## config.mk

```make
export PLATFORM = sky130hd
export DESIGN_NAME = trip_ctrl
export DESIGN_NICKNAME = d
export VERILOG_FILES = /design/src/rtl/trip_ctrl.sv
export SDC_FILE = /design/constraint.sdc
export NUM_CORES = 1
export LEC_CHECK = 0
export BUFFER_PORTS_ARGS = -buffer_cell sky130_fd_sc_hd__buf_4
export CORE_MARGIN = 2
export CORE_UTILIZATION = 55
export CTS_CLUSTER_SIZE = 20
export DETAILED_ROUTE_END_ITERATION = 8
export HOLD_SLACK_MARGIN = 0.05
export PLACE_DENSITY = 0.86
export SETUP_SLACK_MARGIN = 0.2
export SLEW_MARGIN = 5
export SYNTH_ARGS = -nofsm -noshare
export SYNTH_HDL_FRONTEND = slang
export SYNTH_SLANG_ARGS = --single-unit
```

## constraint.sdc

```tcl
create_clock -name clk -period 3.73 [get_ports clk]
set_clock_uncertainty 0.2 [all_clocks]
set_input_delay 0.1865 -clock clk [delete_from_list [all_inputs] [get_ports clk]]
set_output_delay 0.1865 -clock clk [all_outputs]
set_load 0.02 [all_outputs]
```

## src/rtl/trip_ctrl.sv

```systemverilog
`default_nettype none
// ============================================================================
//  Module   : trip_ctrl
//  Purpose  : Taxi-meter trip sequencer. Converts driver keys, the red-light
//             sensor and wheel pulses into fare-calculator controls: trip
//             state machine, kilometre counter and the waiting-time tick.
//  Ports    : clk, reset (async, active-high)
//             key_start/key_pause/key_stop : single-cycle key pulses
//             red_light : level, cab waiting at a red light
//             wheel_pulse : one pulse per wheel revolution
//             start/waitL/pause/trip_done : state decodes
//             time_enable : one-cycle waiting tick
//             distance : km this trip, saturating at 1023
//             fee_clr : one-cycle pulse when a trip begins
//             state : IDLE=0 RUN=1 WAIT=2 PAUSE=3 DONE=4
//  Revision : 1.0 - initial release
// ============================================================================
module trip_ctrl #(
  parameter int unsigned WHEEL_PER_KM = 8,     // 1..255
  parameter int unsigned WAIT_CYCLES  = 1000   // 2..2^24
) (
  input  logic       clk,
  input  logic       reset,
  input  logic       key_start,
  input  logic       key_pause,
  input  logic       key_stop,
  input  logic       red_light,
  input  logic       wheel_pulse,
  output logic       start,
  output logic       waitL,
  output logic       pause,
  output logic       time_enable,
  output logic [9:0] distance,
  output logic       fee_clr,
  output logic       trip_done,
  output logic [2:0] state
);

  typedef enum logic [2:0] {
    S_IDLE  = 3'd0,
    S_RUN   = 3'd1,
    S_WAIT  = 3'd2,
    S_PAUSE = 3'd3,
    S_DONE  = 3'd4
  } state_t;

  localparam logic [7:0]  C_WHEEL_LAST = 8'(WHEEL_PER_KM - 1);
  localparam logic [23:0] C_WAIT_LAST  = 24'(WAIT_CYCLES - 1);
  localparam logic [9:0]  C_DIST_MAX   = 10'd1023;

  state_t      state_q, state_d;
  logic [7:0]  wheel_q, wheel_d;
  logic [9:0]  dist_q,  dist_d;
  logic [23:0] wcnt_q,  wcnt_d;
  logic        tick_d,  fee_d;
  logic        tick_q,  fee_q;
  logic        start_q, waitl_q, pause_q, done_q;

  always_comb begin
    state_d = state_q;
    wheel_d = wheel_q;
    dist_d  = dist_q;
    wcnt_d  = '0;       // counter only lives inside WAIT; leaving drops it
    tick_d  = 1'b0;
    fee_d   = 1'b0;

    // Waiting counter follows the registered state, so a wrap on the
    // edge that leaves WAIT still produces its tick.
    if (state_q == S_WAIT) begin
      if (wcnt_q == C_WAIT_LAST) begin
        tick_d = 1'b1;
      end else begin
        wcnt_d = wcnt_q + 24'd1;
      end
    end

    // Pulses count on any edge where the registered state is RUN, including
    // the edge that moves to WAIT/PAUSE/DONE.
    if ((state_q == S_RUN) && wheel_pulse) begin
      if (wheel_q == C_WHEEL_LAST) begin
        wheel_d = '0;
        if (dist_q != C_DIST_MAX) begin
          dist_d = dist_q + 10'd1;
        end
      end else begin
        wheel_d = wheel_q + 8'd1;
      end
    end

    case (state_q)
      S_IDLE, S_DONE: begin
        if (key_start) begin
          state_d = S_RUN;
          wheel_d = '0;
          dist_d  = '0;
          wcnt_d  = '0;
          fee_d   = 1'b1;
        end
      end
      S_RUN: begin
        if (key_stop)       state_d = S_DONE;
        else if (key_pause) state_d = S_PAUSE;
        else if (red_light) state_d = S_WAIT;
      end
      S_WAIT: begin
        if (key_stop)        state_d = S_DONE;
        else if (key_pause)  state_d = S_PAUSE;
        else if (!red_light) state_d = S_RUN;
      end
      S_PAUSE: begin
        if (key_stop)       state_d = S_DONE;
        else if (key_pause) state_d = S_RUN;
      end
      default: state_d = S_IDLE;
    endcase
  end

  // State, counters and decoded outputs; decodes are taken from the next
  // state so they always match the state register.
  always_ff @(posedge clk or posedge reset) begin
    if (reset) begin
      state_q <= S_IDLE;
      wheel_q <= '0;
      dist_q  <= '0;
      wcnt_q  <= '0;
      tick_q  <= 1'b0;
      fee_q   <= 1'b0;
      start_q <= 1'b0;
      waitl_q <= 1'b0;
      pause_q <= 1'b0;
      done_q  <= 1'b0;
    end else begin
      state_q <= state_d;
      wheel_q <= wheel_d;
      dist_q  <= dist_d;
      wcnt_q  <= wcnt_d;
      tick_q  <= tick_d;
      fee_q   <= fee_d;
      start_q <= (state_d == S_RUN) || (state_d == S_WAIT) || (state_d == S_PAUSE);
      waitl_q <= (state_d == S_WAIT);
      pause_q <= (state_d == S_PAUSE);
      done_q  <= (state_d == S_DONE);
    end
  end

  assign start       = start_q;
  assign waitL       = waitl_q;
  assign pause       = pause_q;
  assign trip_done   = done_q;
  assign time_enable = tick_q;
  assign fee_clr     = fee_q;
  assign distance    = dist_q;
  assign state       = state_q;

endmodule
`default_nettype wire
```

; After elaboration in Yosys (flattened, before gate mapping)
; Cells that the tools add are included.
[totals]
output_inout_bits = 19
reg_bits = 51
in_bits = 7
elab_cells = 56
[op_classes]
n_eq_ne = 11
n_reduce_logical = 5
n_mux = 27
addsub = 3
[op_table]
columns = op, n
row1 = two-way mux 24 bit, 4
row2 = two-way mux 10 bit, 5
row3 = two-way mux 8 bit, 4
row4 = two-way mux 3 bit, 9
row5 = "adder 24 x 1 -> 24 bit, second input constant", 1
row6 = "equality test 24 x 10 -> 1 bit, second input constant", 1
row7 = "equality test 3 x 2 -> 1 bit, second input constant", 4
row8 = case mux 3 bit (4 select lines), 1
row9 = "adder 10 x 1 -> 10 bit, second input constant", 1
row10 = "inequality test 10 bit, second input constant", 1
row11 = "adder 8 x 1 -> 8 bit, second input constant", 1
row12 = "equality test 8 x 3 -> 1 bit, second input constant", 1
row13 = "equality test 3 x 1 -> 1 bit, second input constant", 2
row14 = "equality test 3 bit, second input constant", 2
row15 = two-way mux 1 bit, 4
row16 = zero test 3 bit, 1
row17 = logical OR 1 bit, 2
row18 = OR reduction 2 bit, 1
row19 = logical AND 1 bit, 1

; Logic depth before layout (Yosys ltp)
[logic_depth]
depth_word = 7
depth_mapped = 6
mapped_depth_nobuf = 5

; Worst setup path after synthesis
; No wires, ideal clock.
[synth_path]
kind = register -> register
startpoint = register state_q[0] (netlist: state[0])
endpoint = register dist_q[4] (netlist: distance[4])
path_buffers = 2
t_required_ns = 3.390
setup_time_ns = 0.140
stages_incl_launch_ff = 7
period_less_slack_ns = 2.302
arrival_time_ns = 1.963
slack_ns = 1.428
path_cell_list = dfrtp_1 > clkbuf_1 > nand4bb_1 > or4_4 > buf_4 > o311ai_0 > o41ai_1
[synth_via]
elab_chain_len = 5
word_cells_on_any_way = 8
classes_between = eq/ne: 2 / mux: 3 / reduce/logical: 3
[synth_rtl]
columns = element, line
row1 = "start, declared", 51  ; state_t state_q, state_d;
row2 = "start signal, assigned", 133  ; state_q <= state_d;
row3 = equality test 3 x 1 -> 1 bit, 79  ; if ((state_q == S_RUN) && wheel_pulse) begin
row4 = logical AND 1 bit, 79
row5 = two-way mux 10 bit, 79
row6 = two-way mux 10 bit, 92  ; if (key_start) begin
row7 = two-way mux 10 bit *, 90  ; case (state_q)
row8 = net dist_d[4], 53  ; logic [9:0] dist_q, dist_d;
row9 = "end signal, assigned", 135  ; dist_q <= dist_d;
row10 = "end, declared", 53
; The timed path passes the listed nets; every way through them passes the cells marked *.

; Worst setup path in the final report
[layout_path]
startpoint = register wcnt_q[0]
endpoint = register wcnt_q[5]
[layout_via]
elab_chain_len = 5
word_cells_on_any_way = 6
classes_between = add/sub: 1 / eq/ne: 1 / mux: 4
[layout_rtl]
columns = element, line
row1 = "start, declared", 54  ; logic [23:0] wcnt_q, wcnt_d;
row2 = "start signal, assigned", 136  ; wcnt_q <= wcnt_d;
row3 = adder 24 x 1 -> 24 bit / equality test 24 x 10 -> 1 bit (equally long branches), "73, 70"
row4 = two-way mux 24 bit *, 70  ; if (wcnt_q == C_WAIT_LAST) begin
row5 = two-way mux 24 bit *, 69  ; if (state_q == S_WAIT) begin
row6 = two-way mux 24 bit, 92
row7 = two-way mux 24 bit *, 90
row8 = net wcnt_d[5], 54
; Marks and branches as above.

==> results_dict.tcl <==
set metrics [dict create \
    clockBufferDepth 2 \
    grt.total_usage 0.2124 \
    synth_largest_area_cell "dfrtp_1" \
    yosys-top-cells-count "dfrtp_1 (51), nor2_1 (30), nand2_1 (19), a21oi_1 (16)" \
    setup_tns_ns 0 \
    p_leak_nw 1.214 \
    fillers 344 \
    synth_warnings 0 \
    hp-class "in2reg" \
    place.gp.congestion 0.8266 \
    vias 2084 \
    port_buffers 25 \
    hpwl_um 3539 \
    fin_crit_sh 0.6574 \
    startpoint_type "flop" \
    die_w_um 71.74 \
    maxCapViolations 0 \
    die_h_um 71.74 \
    grt_pass1_vias 1995 \
    synthToLayoutAreaGrowth_pct 14.82 \
    postCtsSetupBuffers 0 \
    dp_cells 332 \
    h-tree-depth 2 \
    antenna_found_initial 0 \
    fin_util 0.6610 \
    finalHoldViolations 0 \
    syn-cell-area_mm2 0.002524 \
    grt_first_pass_wirelength_um 8804 \
    cts_made_buffers 5 \
    grt_max_degree 52 \
    synth_cell_types 40 \
    io_pins 26 \
    finalPower_mw 1.236 \
    worstSetupEndpointType "flop" \
    avgSynthCellArea_um2 9.669 \
    vias_per_cell 6.058 \
    fp.coreArea_mm2 0.004384 \
    async_flop_share 1.000 \
    fp-row-count 24 \
    syn_nets 271 \
    initial_core_util 0.5756 \
    crit_type "reg2reg" \
    cts_tree "built" \
    synthCells 261 \
    antenna_left 0 \
    placedInstanceArea_mm2 0.002758 \
    slew_headroom 0.3216 \
    fin_area_mm2 0.002898 \
    first_pass_iters 4 \
    cp.required_ns 3.71 \
    cts.sinks 51 \
    ir_drop_v 0.0003044 \
    wl_um 5088 \
    hold_slack_ns 0.1355 \
    synth.top_cell.area_share 0.5057 \
    synth_edf_count 0 \
    grt_overflow 0 \
    synth_flop_cell "dfrtp_1" \
    layout-drive-gt1-share 0.1404 \
    synth.most_common_cell "dfrtp_1" \
    yosys-top-cells-area "dfrtp_1 (51%), nor2_1 (4.5%), xnor2_1 (3.8%)" \
    p_per_area_mw_per_mm2 426.5 \
    antenna_cells 0 \
    worstPathMaxFanout 15 \
    remaining_drc_errors 0 \
    dpl_worst_slack_ns 1.269 \
    ys_seq_elements 51 \
    tightest_slew_ns 1.016 \
    wl_per_cell_um 14.79 \
    critPathArrivalTime_ns 2.43 \
    nets 301 \
    fmax_mhz 407.8 \
    fin_ws_ns 1.278 \
    ys_seq_area_frac 0.5057 \
    period_minus_slack_ns 2.452 \
    clk_latency_ns 0.29 \
    dieArea_mm2 0.005147 \
    drtIter0Drc 161 \
    rsz0062_at_grt "false" \
    slew_violations 0 \
    stdcell_count 344 \
    root_buffer "clkbuf_8" \
    clkTransAtPathRegs_ns 0.08 \
    outcome "finished, final reports clean" \
    setup_violations 0 \
]
-- routing by layer --
metal,global-route usage,vias up,routed length [um]
li1,-,1016,-
met1,0.2901,1004,2339
met2,0.3374,60,2468
met3,0.04360,4,217
met4,0.07757,0,62
met5,0,-,0
-- flip-flops by register name (all words and copies together), names as in the netlist --
register / flops
fee_clr: 1
wcnt_q: 24
start: 1
state: 3
waitL: 1
distance: 10
time_enable: 1
wheel_q: 8
trip_done: 1
pause: 1
-- where the power goes --
| group | total [mW] | switching, mW | internal, mW | leakage [nW] |
|---|---|---|---|---|
| combinational | 0.260 | 0.157 | 0.103 | 0.459 |
| sequential | 0.636 | 0.0429 | 0.593 | 0.704 |
| clock | 0.340 | 0.170 | 0.170 | 0.0515 |
-- placed cells by master, fill, tap and decap left out, types with 10 or more instances in the layout --
cell / count
buf_4: 27
nand2_1: 19
nor4_1: 12
xnor2_1: 11
nor2_1: 30
nand3_1: 11
xor2_1: 10
a21oi_1: 16
dfrtp_1: 51
nand4_1: 12
-- kinds of logic after synthesis --
group	count (synthesis)	share of synthesized area
simple gates	129	0.2821
xor+xnor	21	0.07288
fa+ha+maj	3	0.01488
flops	51	0.5057
mux	1	0.003966
compound gates	39	0.09371
buf+inv	17	0.02677
-- final cells by class --
| type | count | area [um^2] | share of cell area |
|---|---|---|---|
| Multi-Input combinational cell | 193 | 1180 | 0.4072 |
| Tap cell | 52 | 65.06 | 0.02245 |
| Sequential cell | 51 | 1276 | 0.4404 |
| Timing Repair Buffer | 31 | 242.7 | 0.08377 |
| Clock buffer | 8 | 100.1 | 0.03454 |
| Inverter | 9 | 33.78 | 0.01166 |
-- repair_timing --
item                                    CTS  global route
endpoints found under the hold margin    53             0
hold buffers                              4             0
gates resized for setup                   0             0
endpoints found under the setup margin    0             0
-- final timing paths --
kind / startpoint / endpoint / slack [ns] / depth (start not counted)
max reg2reg: wcnt_q[0] / wcnt_q[5] / 1.28 / 6
max in group asynchronous: reset / wcnt_q[8] / 2.20 / 3
min reg2reg: wcnt_q[0] / wcnt_q[0] / 0.26 / 1
max: wcnt_q[0] / wcnt_q[5] / 1.28 / 6
min: red_light / state[1] / 0.14 / 4
min in group asynchronous: reset / distance[5] / 0.50 / 3
-- critical path: stages, from the launching register on --
cell      delay [ns]
dfrtp_1         0.37
ha_1            0.24
nand4_1         0.22
or2_2           0.37
o21bai_1        0.56
buf_4           0.32
nor2_1          0.07
No activity file was read; power rests on OpenSTA's default activity.
